**config.mk**
```make
export PLATFORM = sky130hd
export DESIGN_NAME = updown_mod_counter
export DESIGN_NICKNAME = d
export VERILOG_FILES = /design/src/rtl/counter_pkg.sv /design/src/rtl/dff_bank.sv /design/src/rtl/updown_mod_counter.sv
export SDC_FILE = /design/constraint.sdc
export NUM_CORES = 1
export LEC_CHECK = 0
export ABC_AREA = 1
export BUFFER_PORTS_ARGS = -buffer_cell sky130_fd_sc_hd__buf_2
export CAP_MARGIN = 20
export CELL_PAD_IN_SITES_DETAIL_PLACEMENT = 0
export CELL_PAD_IN_SITES_GLOBAL_PLACEMENT = 1
export CORE_UTILIZATION = 33
export DETAILED_ROUTE_END_ITERATION = 10
export PLACE_DENSITY = 0.74
export SYNTH_ARGS = -nofsm -noshare
export SYNTH_HDL_FRONTEND = slang
export SYNTH_HIERARCHICAL = 1
export SYNTH_SLANG_ARGS = --single-unit
```
**constraint.sdc**
```tcl
create_clock -name CLK -period 1.7 [get_ports CLK]
set_clock_uncertainty 0.1 [all_clocks]
set_input_delay 0.085 -clock CLK [delete_from_list [all_inputs] [get_ports CLK]]
set_output_delay 0.085 -clock CLK [all_outputs]
set_load 0.005 [all_outputs]
```
**src/rtl/counter_pkg.sv**
```systemverilog
// Shared types and helpers for the up/down modulo counter family.
// The operation encoding is shared so that decode logic and any future users agree on it.
package counter_pkg;

    typedef enum logic [2:0] {
        OP_HOLD,
        OP_CLR,
        OP_LOAD,
        OP_INC,
        OP_DEC
    } cnt_op_e;

    // Widened to 33 bits so a 32-bit counter with modulus 2**32 still compares exactly.
    function automatic logic is_term(input logic [32:0] q,
                                     input logic        up,
                                     input logic [32:0] modulus);
        return up ? (q == (modulus - 33'd1)) : (q == 33'd0);
    endfunction

endpackage

```
**src/rtl/dff_bank.sv**
```systemverilog
// Plain D register bank with asynchronous active-high clear to a fixed value.
module dff_bank #(
    parameter int               WIDTH     = 8,
    parameter logic [WIDTH-1:0] RESET_VAL = '0
) (
    input  logic             CLK,
    input  logic             Clear,
    input  logic [WIDTH-1:0] d_i,
    output logic [WIDTH-1:0] q_o
);

    always_ff @(posedge CLK or posedge Clear) begin
        if (Clear) begin
            q_o <= RESET_VAL;
        end else begin
            q_o <= d_i;
        end
    end

endmodule

```
**src/rtl/updown_mod_counter.sv**
```systemverilog
// Parametrised synchronous up/down modulo counter with load, sync clear,
// wrap/saturate mode, terminal-count and wrap/load-error event pulses.
module updown_mod_counter
    import counter_pkg::*;
#(
    parameter int     WIDTH     = 8,
    parameter longint MODULUS   = 256,
    parameter bit     SATURATE  = 1'b0,
    parameter longint RESET_VAL = 0
) (
    input  logic             CLK,
    input  logic             Clear,
    input  logic             SyncClr,
    input  logic             Load,
    input  logic [WIDTH-1:0] LoadVal,
    input  logic             En,
    input  logic             Up,
    output logic [WIDTH-1:0] Q,
    output logic             TC,
    output logic             Wrap,
    output logic             LoadErr
);

    localparam int             EW      = WIDTH + 1;
    localparam logic [EW-1:0]  MAX_EXT = EW'(MODULUS - 1);

    if (WIDTH < 1 || WIDTH > 32) begin : g_bad_width
        $fatal(1, "updown_mod_counter: WIDTH must be in 1..32");
    end
    if (MODULUS < 2 || MODULUS > (longint'(1) << WIDTH)) begin : g_bad_modulus
        $fatal(1, "updown_mod_counter: MODULUS must be in 2..2**WIDTH");
    end
    if (RESET_VAL < 0 || RESET_VAL >= MODULUS) begin : g_bad_reset_val
        $fatal(1, "updown_mod_counter: RESET_VAL must be below MODULUS");
    end

    cnt_op_e          opSel;
    logic [WIDTH-1:0] count_q;
    logic [WIDTH-1:0] count_d;
    logic             wrap_q;
    logic             wrap_d;
    logic             loadErr_q;
    logic             loadErr_d;
    logic [EW-1:0]    countExt;
    logic [EW-1:0]    loadExt;

    always_comb begin
        opSel = OP_HOLD;
        if (SyncClr) begin
            opSel = OP_CLR;
        end else if (Load) begin
            opSel = OP_LOAD;
        end else if (En) begin
            opSel = Up ? OP_INC : OP_DEC;
        end
    end

    // Range checks run one bit wider than Q so MODULUS == 2**WIDTH needs no special case.
    assign countExt = {1'b0, count_q};
    assign loadExt  = {1'b0, LoadVal};

    always_comb begin
        count_d   = count_q;
        wrap_d    = 1'b0;
        loadErr_d = 1'b0;
        unique case (opSel)
            OP_CLR: begin
                count_d = '0;
            end
            OP_LOAD: begin
                if (loadExt <= MAX_EXT) begin
                    count_d = LoadVal;
                end else begin
                    count_d   = MAX_EXT[WIDTH-1:0];
                    loadErr_d = 1'b1;
                end
            end
            OP_INC: begin
                if (countExt < MAX_EXT) begin
                    count_d = count_q + WIDTH'(1);
                end else if (!SATURATE) begin
                    count_d = '0;
                    wrap_d  = 1'b1;
                end
            end
            OP_DEC: begin
                if (countExt != '0) begin
                    count_d = count_q - WIDTH'(1);
                end else if (!SATURATE) begin
                    count_d = MAX_EXT[WIDTH-1:0];
                    wrap_d  = 1'b1;
                end
            end
            default: begin
                count_d = count_q;
            end
        endcase
    end

    dff_bank #(
        .WIDTH     (WIDTH),
        .RESET_VAL (WIDTH'(RESET_VAL))
    ) u_count (
        .CLK   (CLK),
        .Clear (Clear),
        .d_i   (count_d),
        .q_o   (count_q)
    );

    dff_bank #(
        .WIDTH     (1),
        .RESET_VAL (1'b0)
    ) u_wrap (
        .CLK   (CLK),
        .Clear (Clear),
        .d_i   (wrap_d),
        .q_o   (wrap_q)
    );

    dff_bank #(
        .WIDTH     (1),
        .RESET_VAL (1'b0)
    ) u_load_err (
        .CLK   (CLK),
        .Clear (Clear),
        .d_i   (loadErr_d),
        .q_o   (loadErr_q)
    );

    assign Q       = count_q;
    assign Wrap    = wrap_q;
    assign LoadErr = loadErr_q;
    assign TC      = is_term(33'(count_q), Up, 33'(MODULUS));

endmodule

```
==> summary.txt <==
Place
  • Dpl cells: 192
  • Post-DP HPWL: 1.94 mm
  • Post-placement setup slack: 0.190 ns
  • Port bufs: 24
  • GP Congestion: 0.846
  • Dpl cell area: 0.00100 sq mm

Synthesis
  • Syn avg cell area: 6.04 sq um
  • Synth Register Bits: 10
  • Synth unique cells: 21
  • Yosys warnings: 6
  • Syn_nets: 155
  • FFs w/ async S/R, synth: 100%
  • Top_reg_cell synth: dfrtp_1
  • Syn Std Cell Area: 840 sq um
  • Synth Instances: 139
  • Number of synthesized flops with an enable pin: 0
  • Seq/Total Area, Yosys: 29.8%

Drt
  • 1st-iter DRT viols: 31
  • Drt first pass iters: 4
  • Via density: 4.95
  • M1 WL: 1.17 mm
  • Vias: 1040
  • Avg WL per Cell: 12.4 um
  • Met3 routed WL: 135 um
  • Top Layer Used: met4
  • Final WL: 2.61 mm
  • Final ANT Viol Nets: 0
  • DR WL met2: 1.26 mm
  • # DRC: 0

Cells and area
  • Proportion of layout cells with a drive suffix above 1: 28.0%
  • Final cell count without fillers: 210
  • Cell area after layout: 0.00120 sq mm
  • Synth-to-layout area growth: 43.4%
  • Fin nets: 199
  • Fill cell count: 236
  • Commonest cells after routing, fill and taps aside: nand2_1, buf_2, nand3_1
  • Most common cell after layout, fill and taps aside: nand2_1
  • N_diodes: 0

Timing
  • Pins Over Slew Limit: 0
  • Final setup vio count: 0
  • Final Hold Fails: 0
  • Max transition margin: 62.6%
  • Max frequency: 616 MHz
  • Final WS setup: 0.0755 ns
  • Worst-margin pin slew: 0.557 ns
  • Final min period: 1.62 ns
  • Fin crit share: 95.6%

GRT
  • Total track usage: 21.1%
  • Global-route wire length before repair: 4.23 mm
  • Largest net degree at the start of global routing: 9
  • Total gr overflow: 0
  • Initial antenna violation count: 0
  • Vias in the first global route: 925

CTS
  • # clock sinks: 10
  • CTS H-tree depth: 1
  • Clock Latency Late Sink: 0.28 ns
  • CTS tree: done
  • Root Buffer: clkbuf_4
  • Clock Pin Slew Worst Setup and Hold Paths: 0.08 ns
  • Clock Path Buffers: 2
  • CTS buffer count: 3

Die
  • Initial Util: 36.5%
  • Core ar.: 0.00230 sq mm
  • Chip height: 52.4 um
  • Rows: 17
  • Ports: 25
  • DIE AREA: 0.00275 sq mm
  • Die outline width: 52.4 um

Power and ir drop
  • Pleak: 0.644 nW
  • Worst vdd ir: 0.460 mV
  • P per Cell Area: 638 mW/mm^2

Setup path
  • Required @ worst endpoint: 1.51 ns
  • CP Capture Type: output port
  • Critical path class: reg2out
  • Worst setup SP type: register
  • Critical Path AT: 1.44 ns
  • CP Max Fanout: 5

Worst hold path
  • Min-Delay Path Class: in2reg

Run
  • Max Cap Viol: 0

Status
  • Status: complete, no violations
## metal layers
layer  GRT usage, %  up-vias
li1               -      534
met1           26.9      466
met2           35.0       34
met3           5.51        6
met4           5.26        0
met5              0        -
## cell families (layout without fill, tap and decap cells)
family,Yosys count,after routing,synth area share (%)
compound gates,9,9,5.81
xor+xnor,1,1,1.04
fa+ha+maj,2,2,2.98
buf+inv,20,63,9.09
flops,10,10,29.8
other cells,1,1,0.447
simple gates,96,96,50.8
## sequential cells by signal (all words and copies together) (netlist names)
name            flops
u_wrap/q_o          1
u_count/q_o         8
u_load_err/q_o      1
## power breakdown
group	internal (mW)	switching, mW	leakage (nW)
registers	0.257	0.0361	0.125
logic	0.115	0.133	0.498
clock network	0.130	0.0958	0.0210
## final cells by class
type	count	area [sq um]	area share, %
Clock buffer	4	36.3	3.01
Sequential cell	10	255	21.2
Inverter	19	71.3	5.93
Timing Repair Buffer	40	263	21.8
Multi-Input combinational cell	109	543	45.1
Tap cell	28	35.0	2.91
## synth_stat cells, types with 2 or more instances
cell type | n | area [sq um]
nand2_1 | 49 | 184
inv_1 | 18 | 67.6
nand3_1 | 17 | 85.1
nor2_1 | 15 | 56.3
dfrtp_1 | 10 | 250
nand4_1 | 9 | 56.3
a21oi_1 | 4 | 20.0
o21ai_0 | 3 | 15.0
ha_1 | 2 | 25.0
## worst max-delay path, cell delays in order, from the launching register on
cell and delay, ns:
dfrtp_2 0.46, inv_2 0.09, ha_4 0.16, nand2_2 0.06
nor2_2 0.13, nand3_1 0.08, nand2_1 0.08, buf_2 0.11
## path summary, 6_finish.rpt
check | cells past startpoint | slack (ns) | start | end
worst max-delay path | 7 | 0.08 | u_count/q_o[1]$_DFF_PP0_ | TC
worst min-delay path | 2 | 0.02 | En | u_wrap/q_o$_DFF_PP0_
worst max register to register | 10 | 0.20 | u_count/q_o[1]$_DFF_PP0_ | u_count/q_o[6]$_DFF_PP0_
worst min register to register | 2 | 0.54 | u_count/q_o[5]$_DFF_PP0_ | u_count/q_o[5]$_DFF_PP0_
max in group asynchronous | 3 | 0.97 | Clear | u_count/q_o[0]$_DFF_PP0_
min in group asynchronous | 3 | 0.09 | Clear | u_load_err/q_o$_DFF_PP0_
## through the flow
step	utilization, %	setup TNS [ns]	power, mW	hold WS, ns
2_1_floorplan	-	0	0.417	-0.286
3_3_place_gp	43.7	0	0.492	-0.165
3_5_place_dp	43.7	0	0.494	-0.155
4_1_cts	49.7	0	0.742	0.0132
5_1_grt	52.4	-0.000392	0.823	0.0313
6_report	52.4	0	0.768	0.0187
## timing repair
| item | CTS | global route |
|---|---|---|
| resized for setup | 1 | 12 |
| cloned | 0 | 0 |
| pin swaps | 1 | 4 |
| hold endpoints to repair | 18 | 0 |
| hold buffers | 9 | 0 |
| setup buffers | 1 | 4 |
| endpoints found under the setup margin | 1 | 1 |
Note: power is estimated with default switching activity, not from simulation.
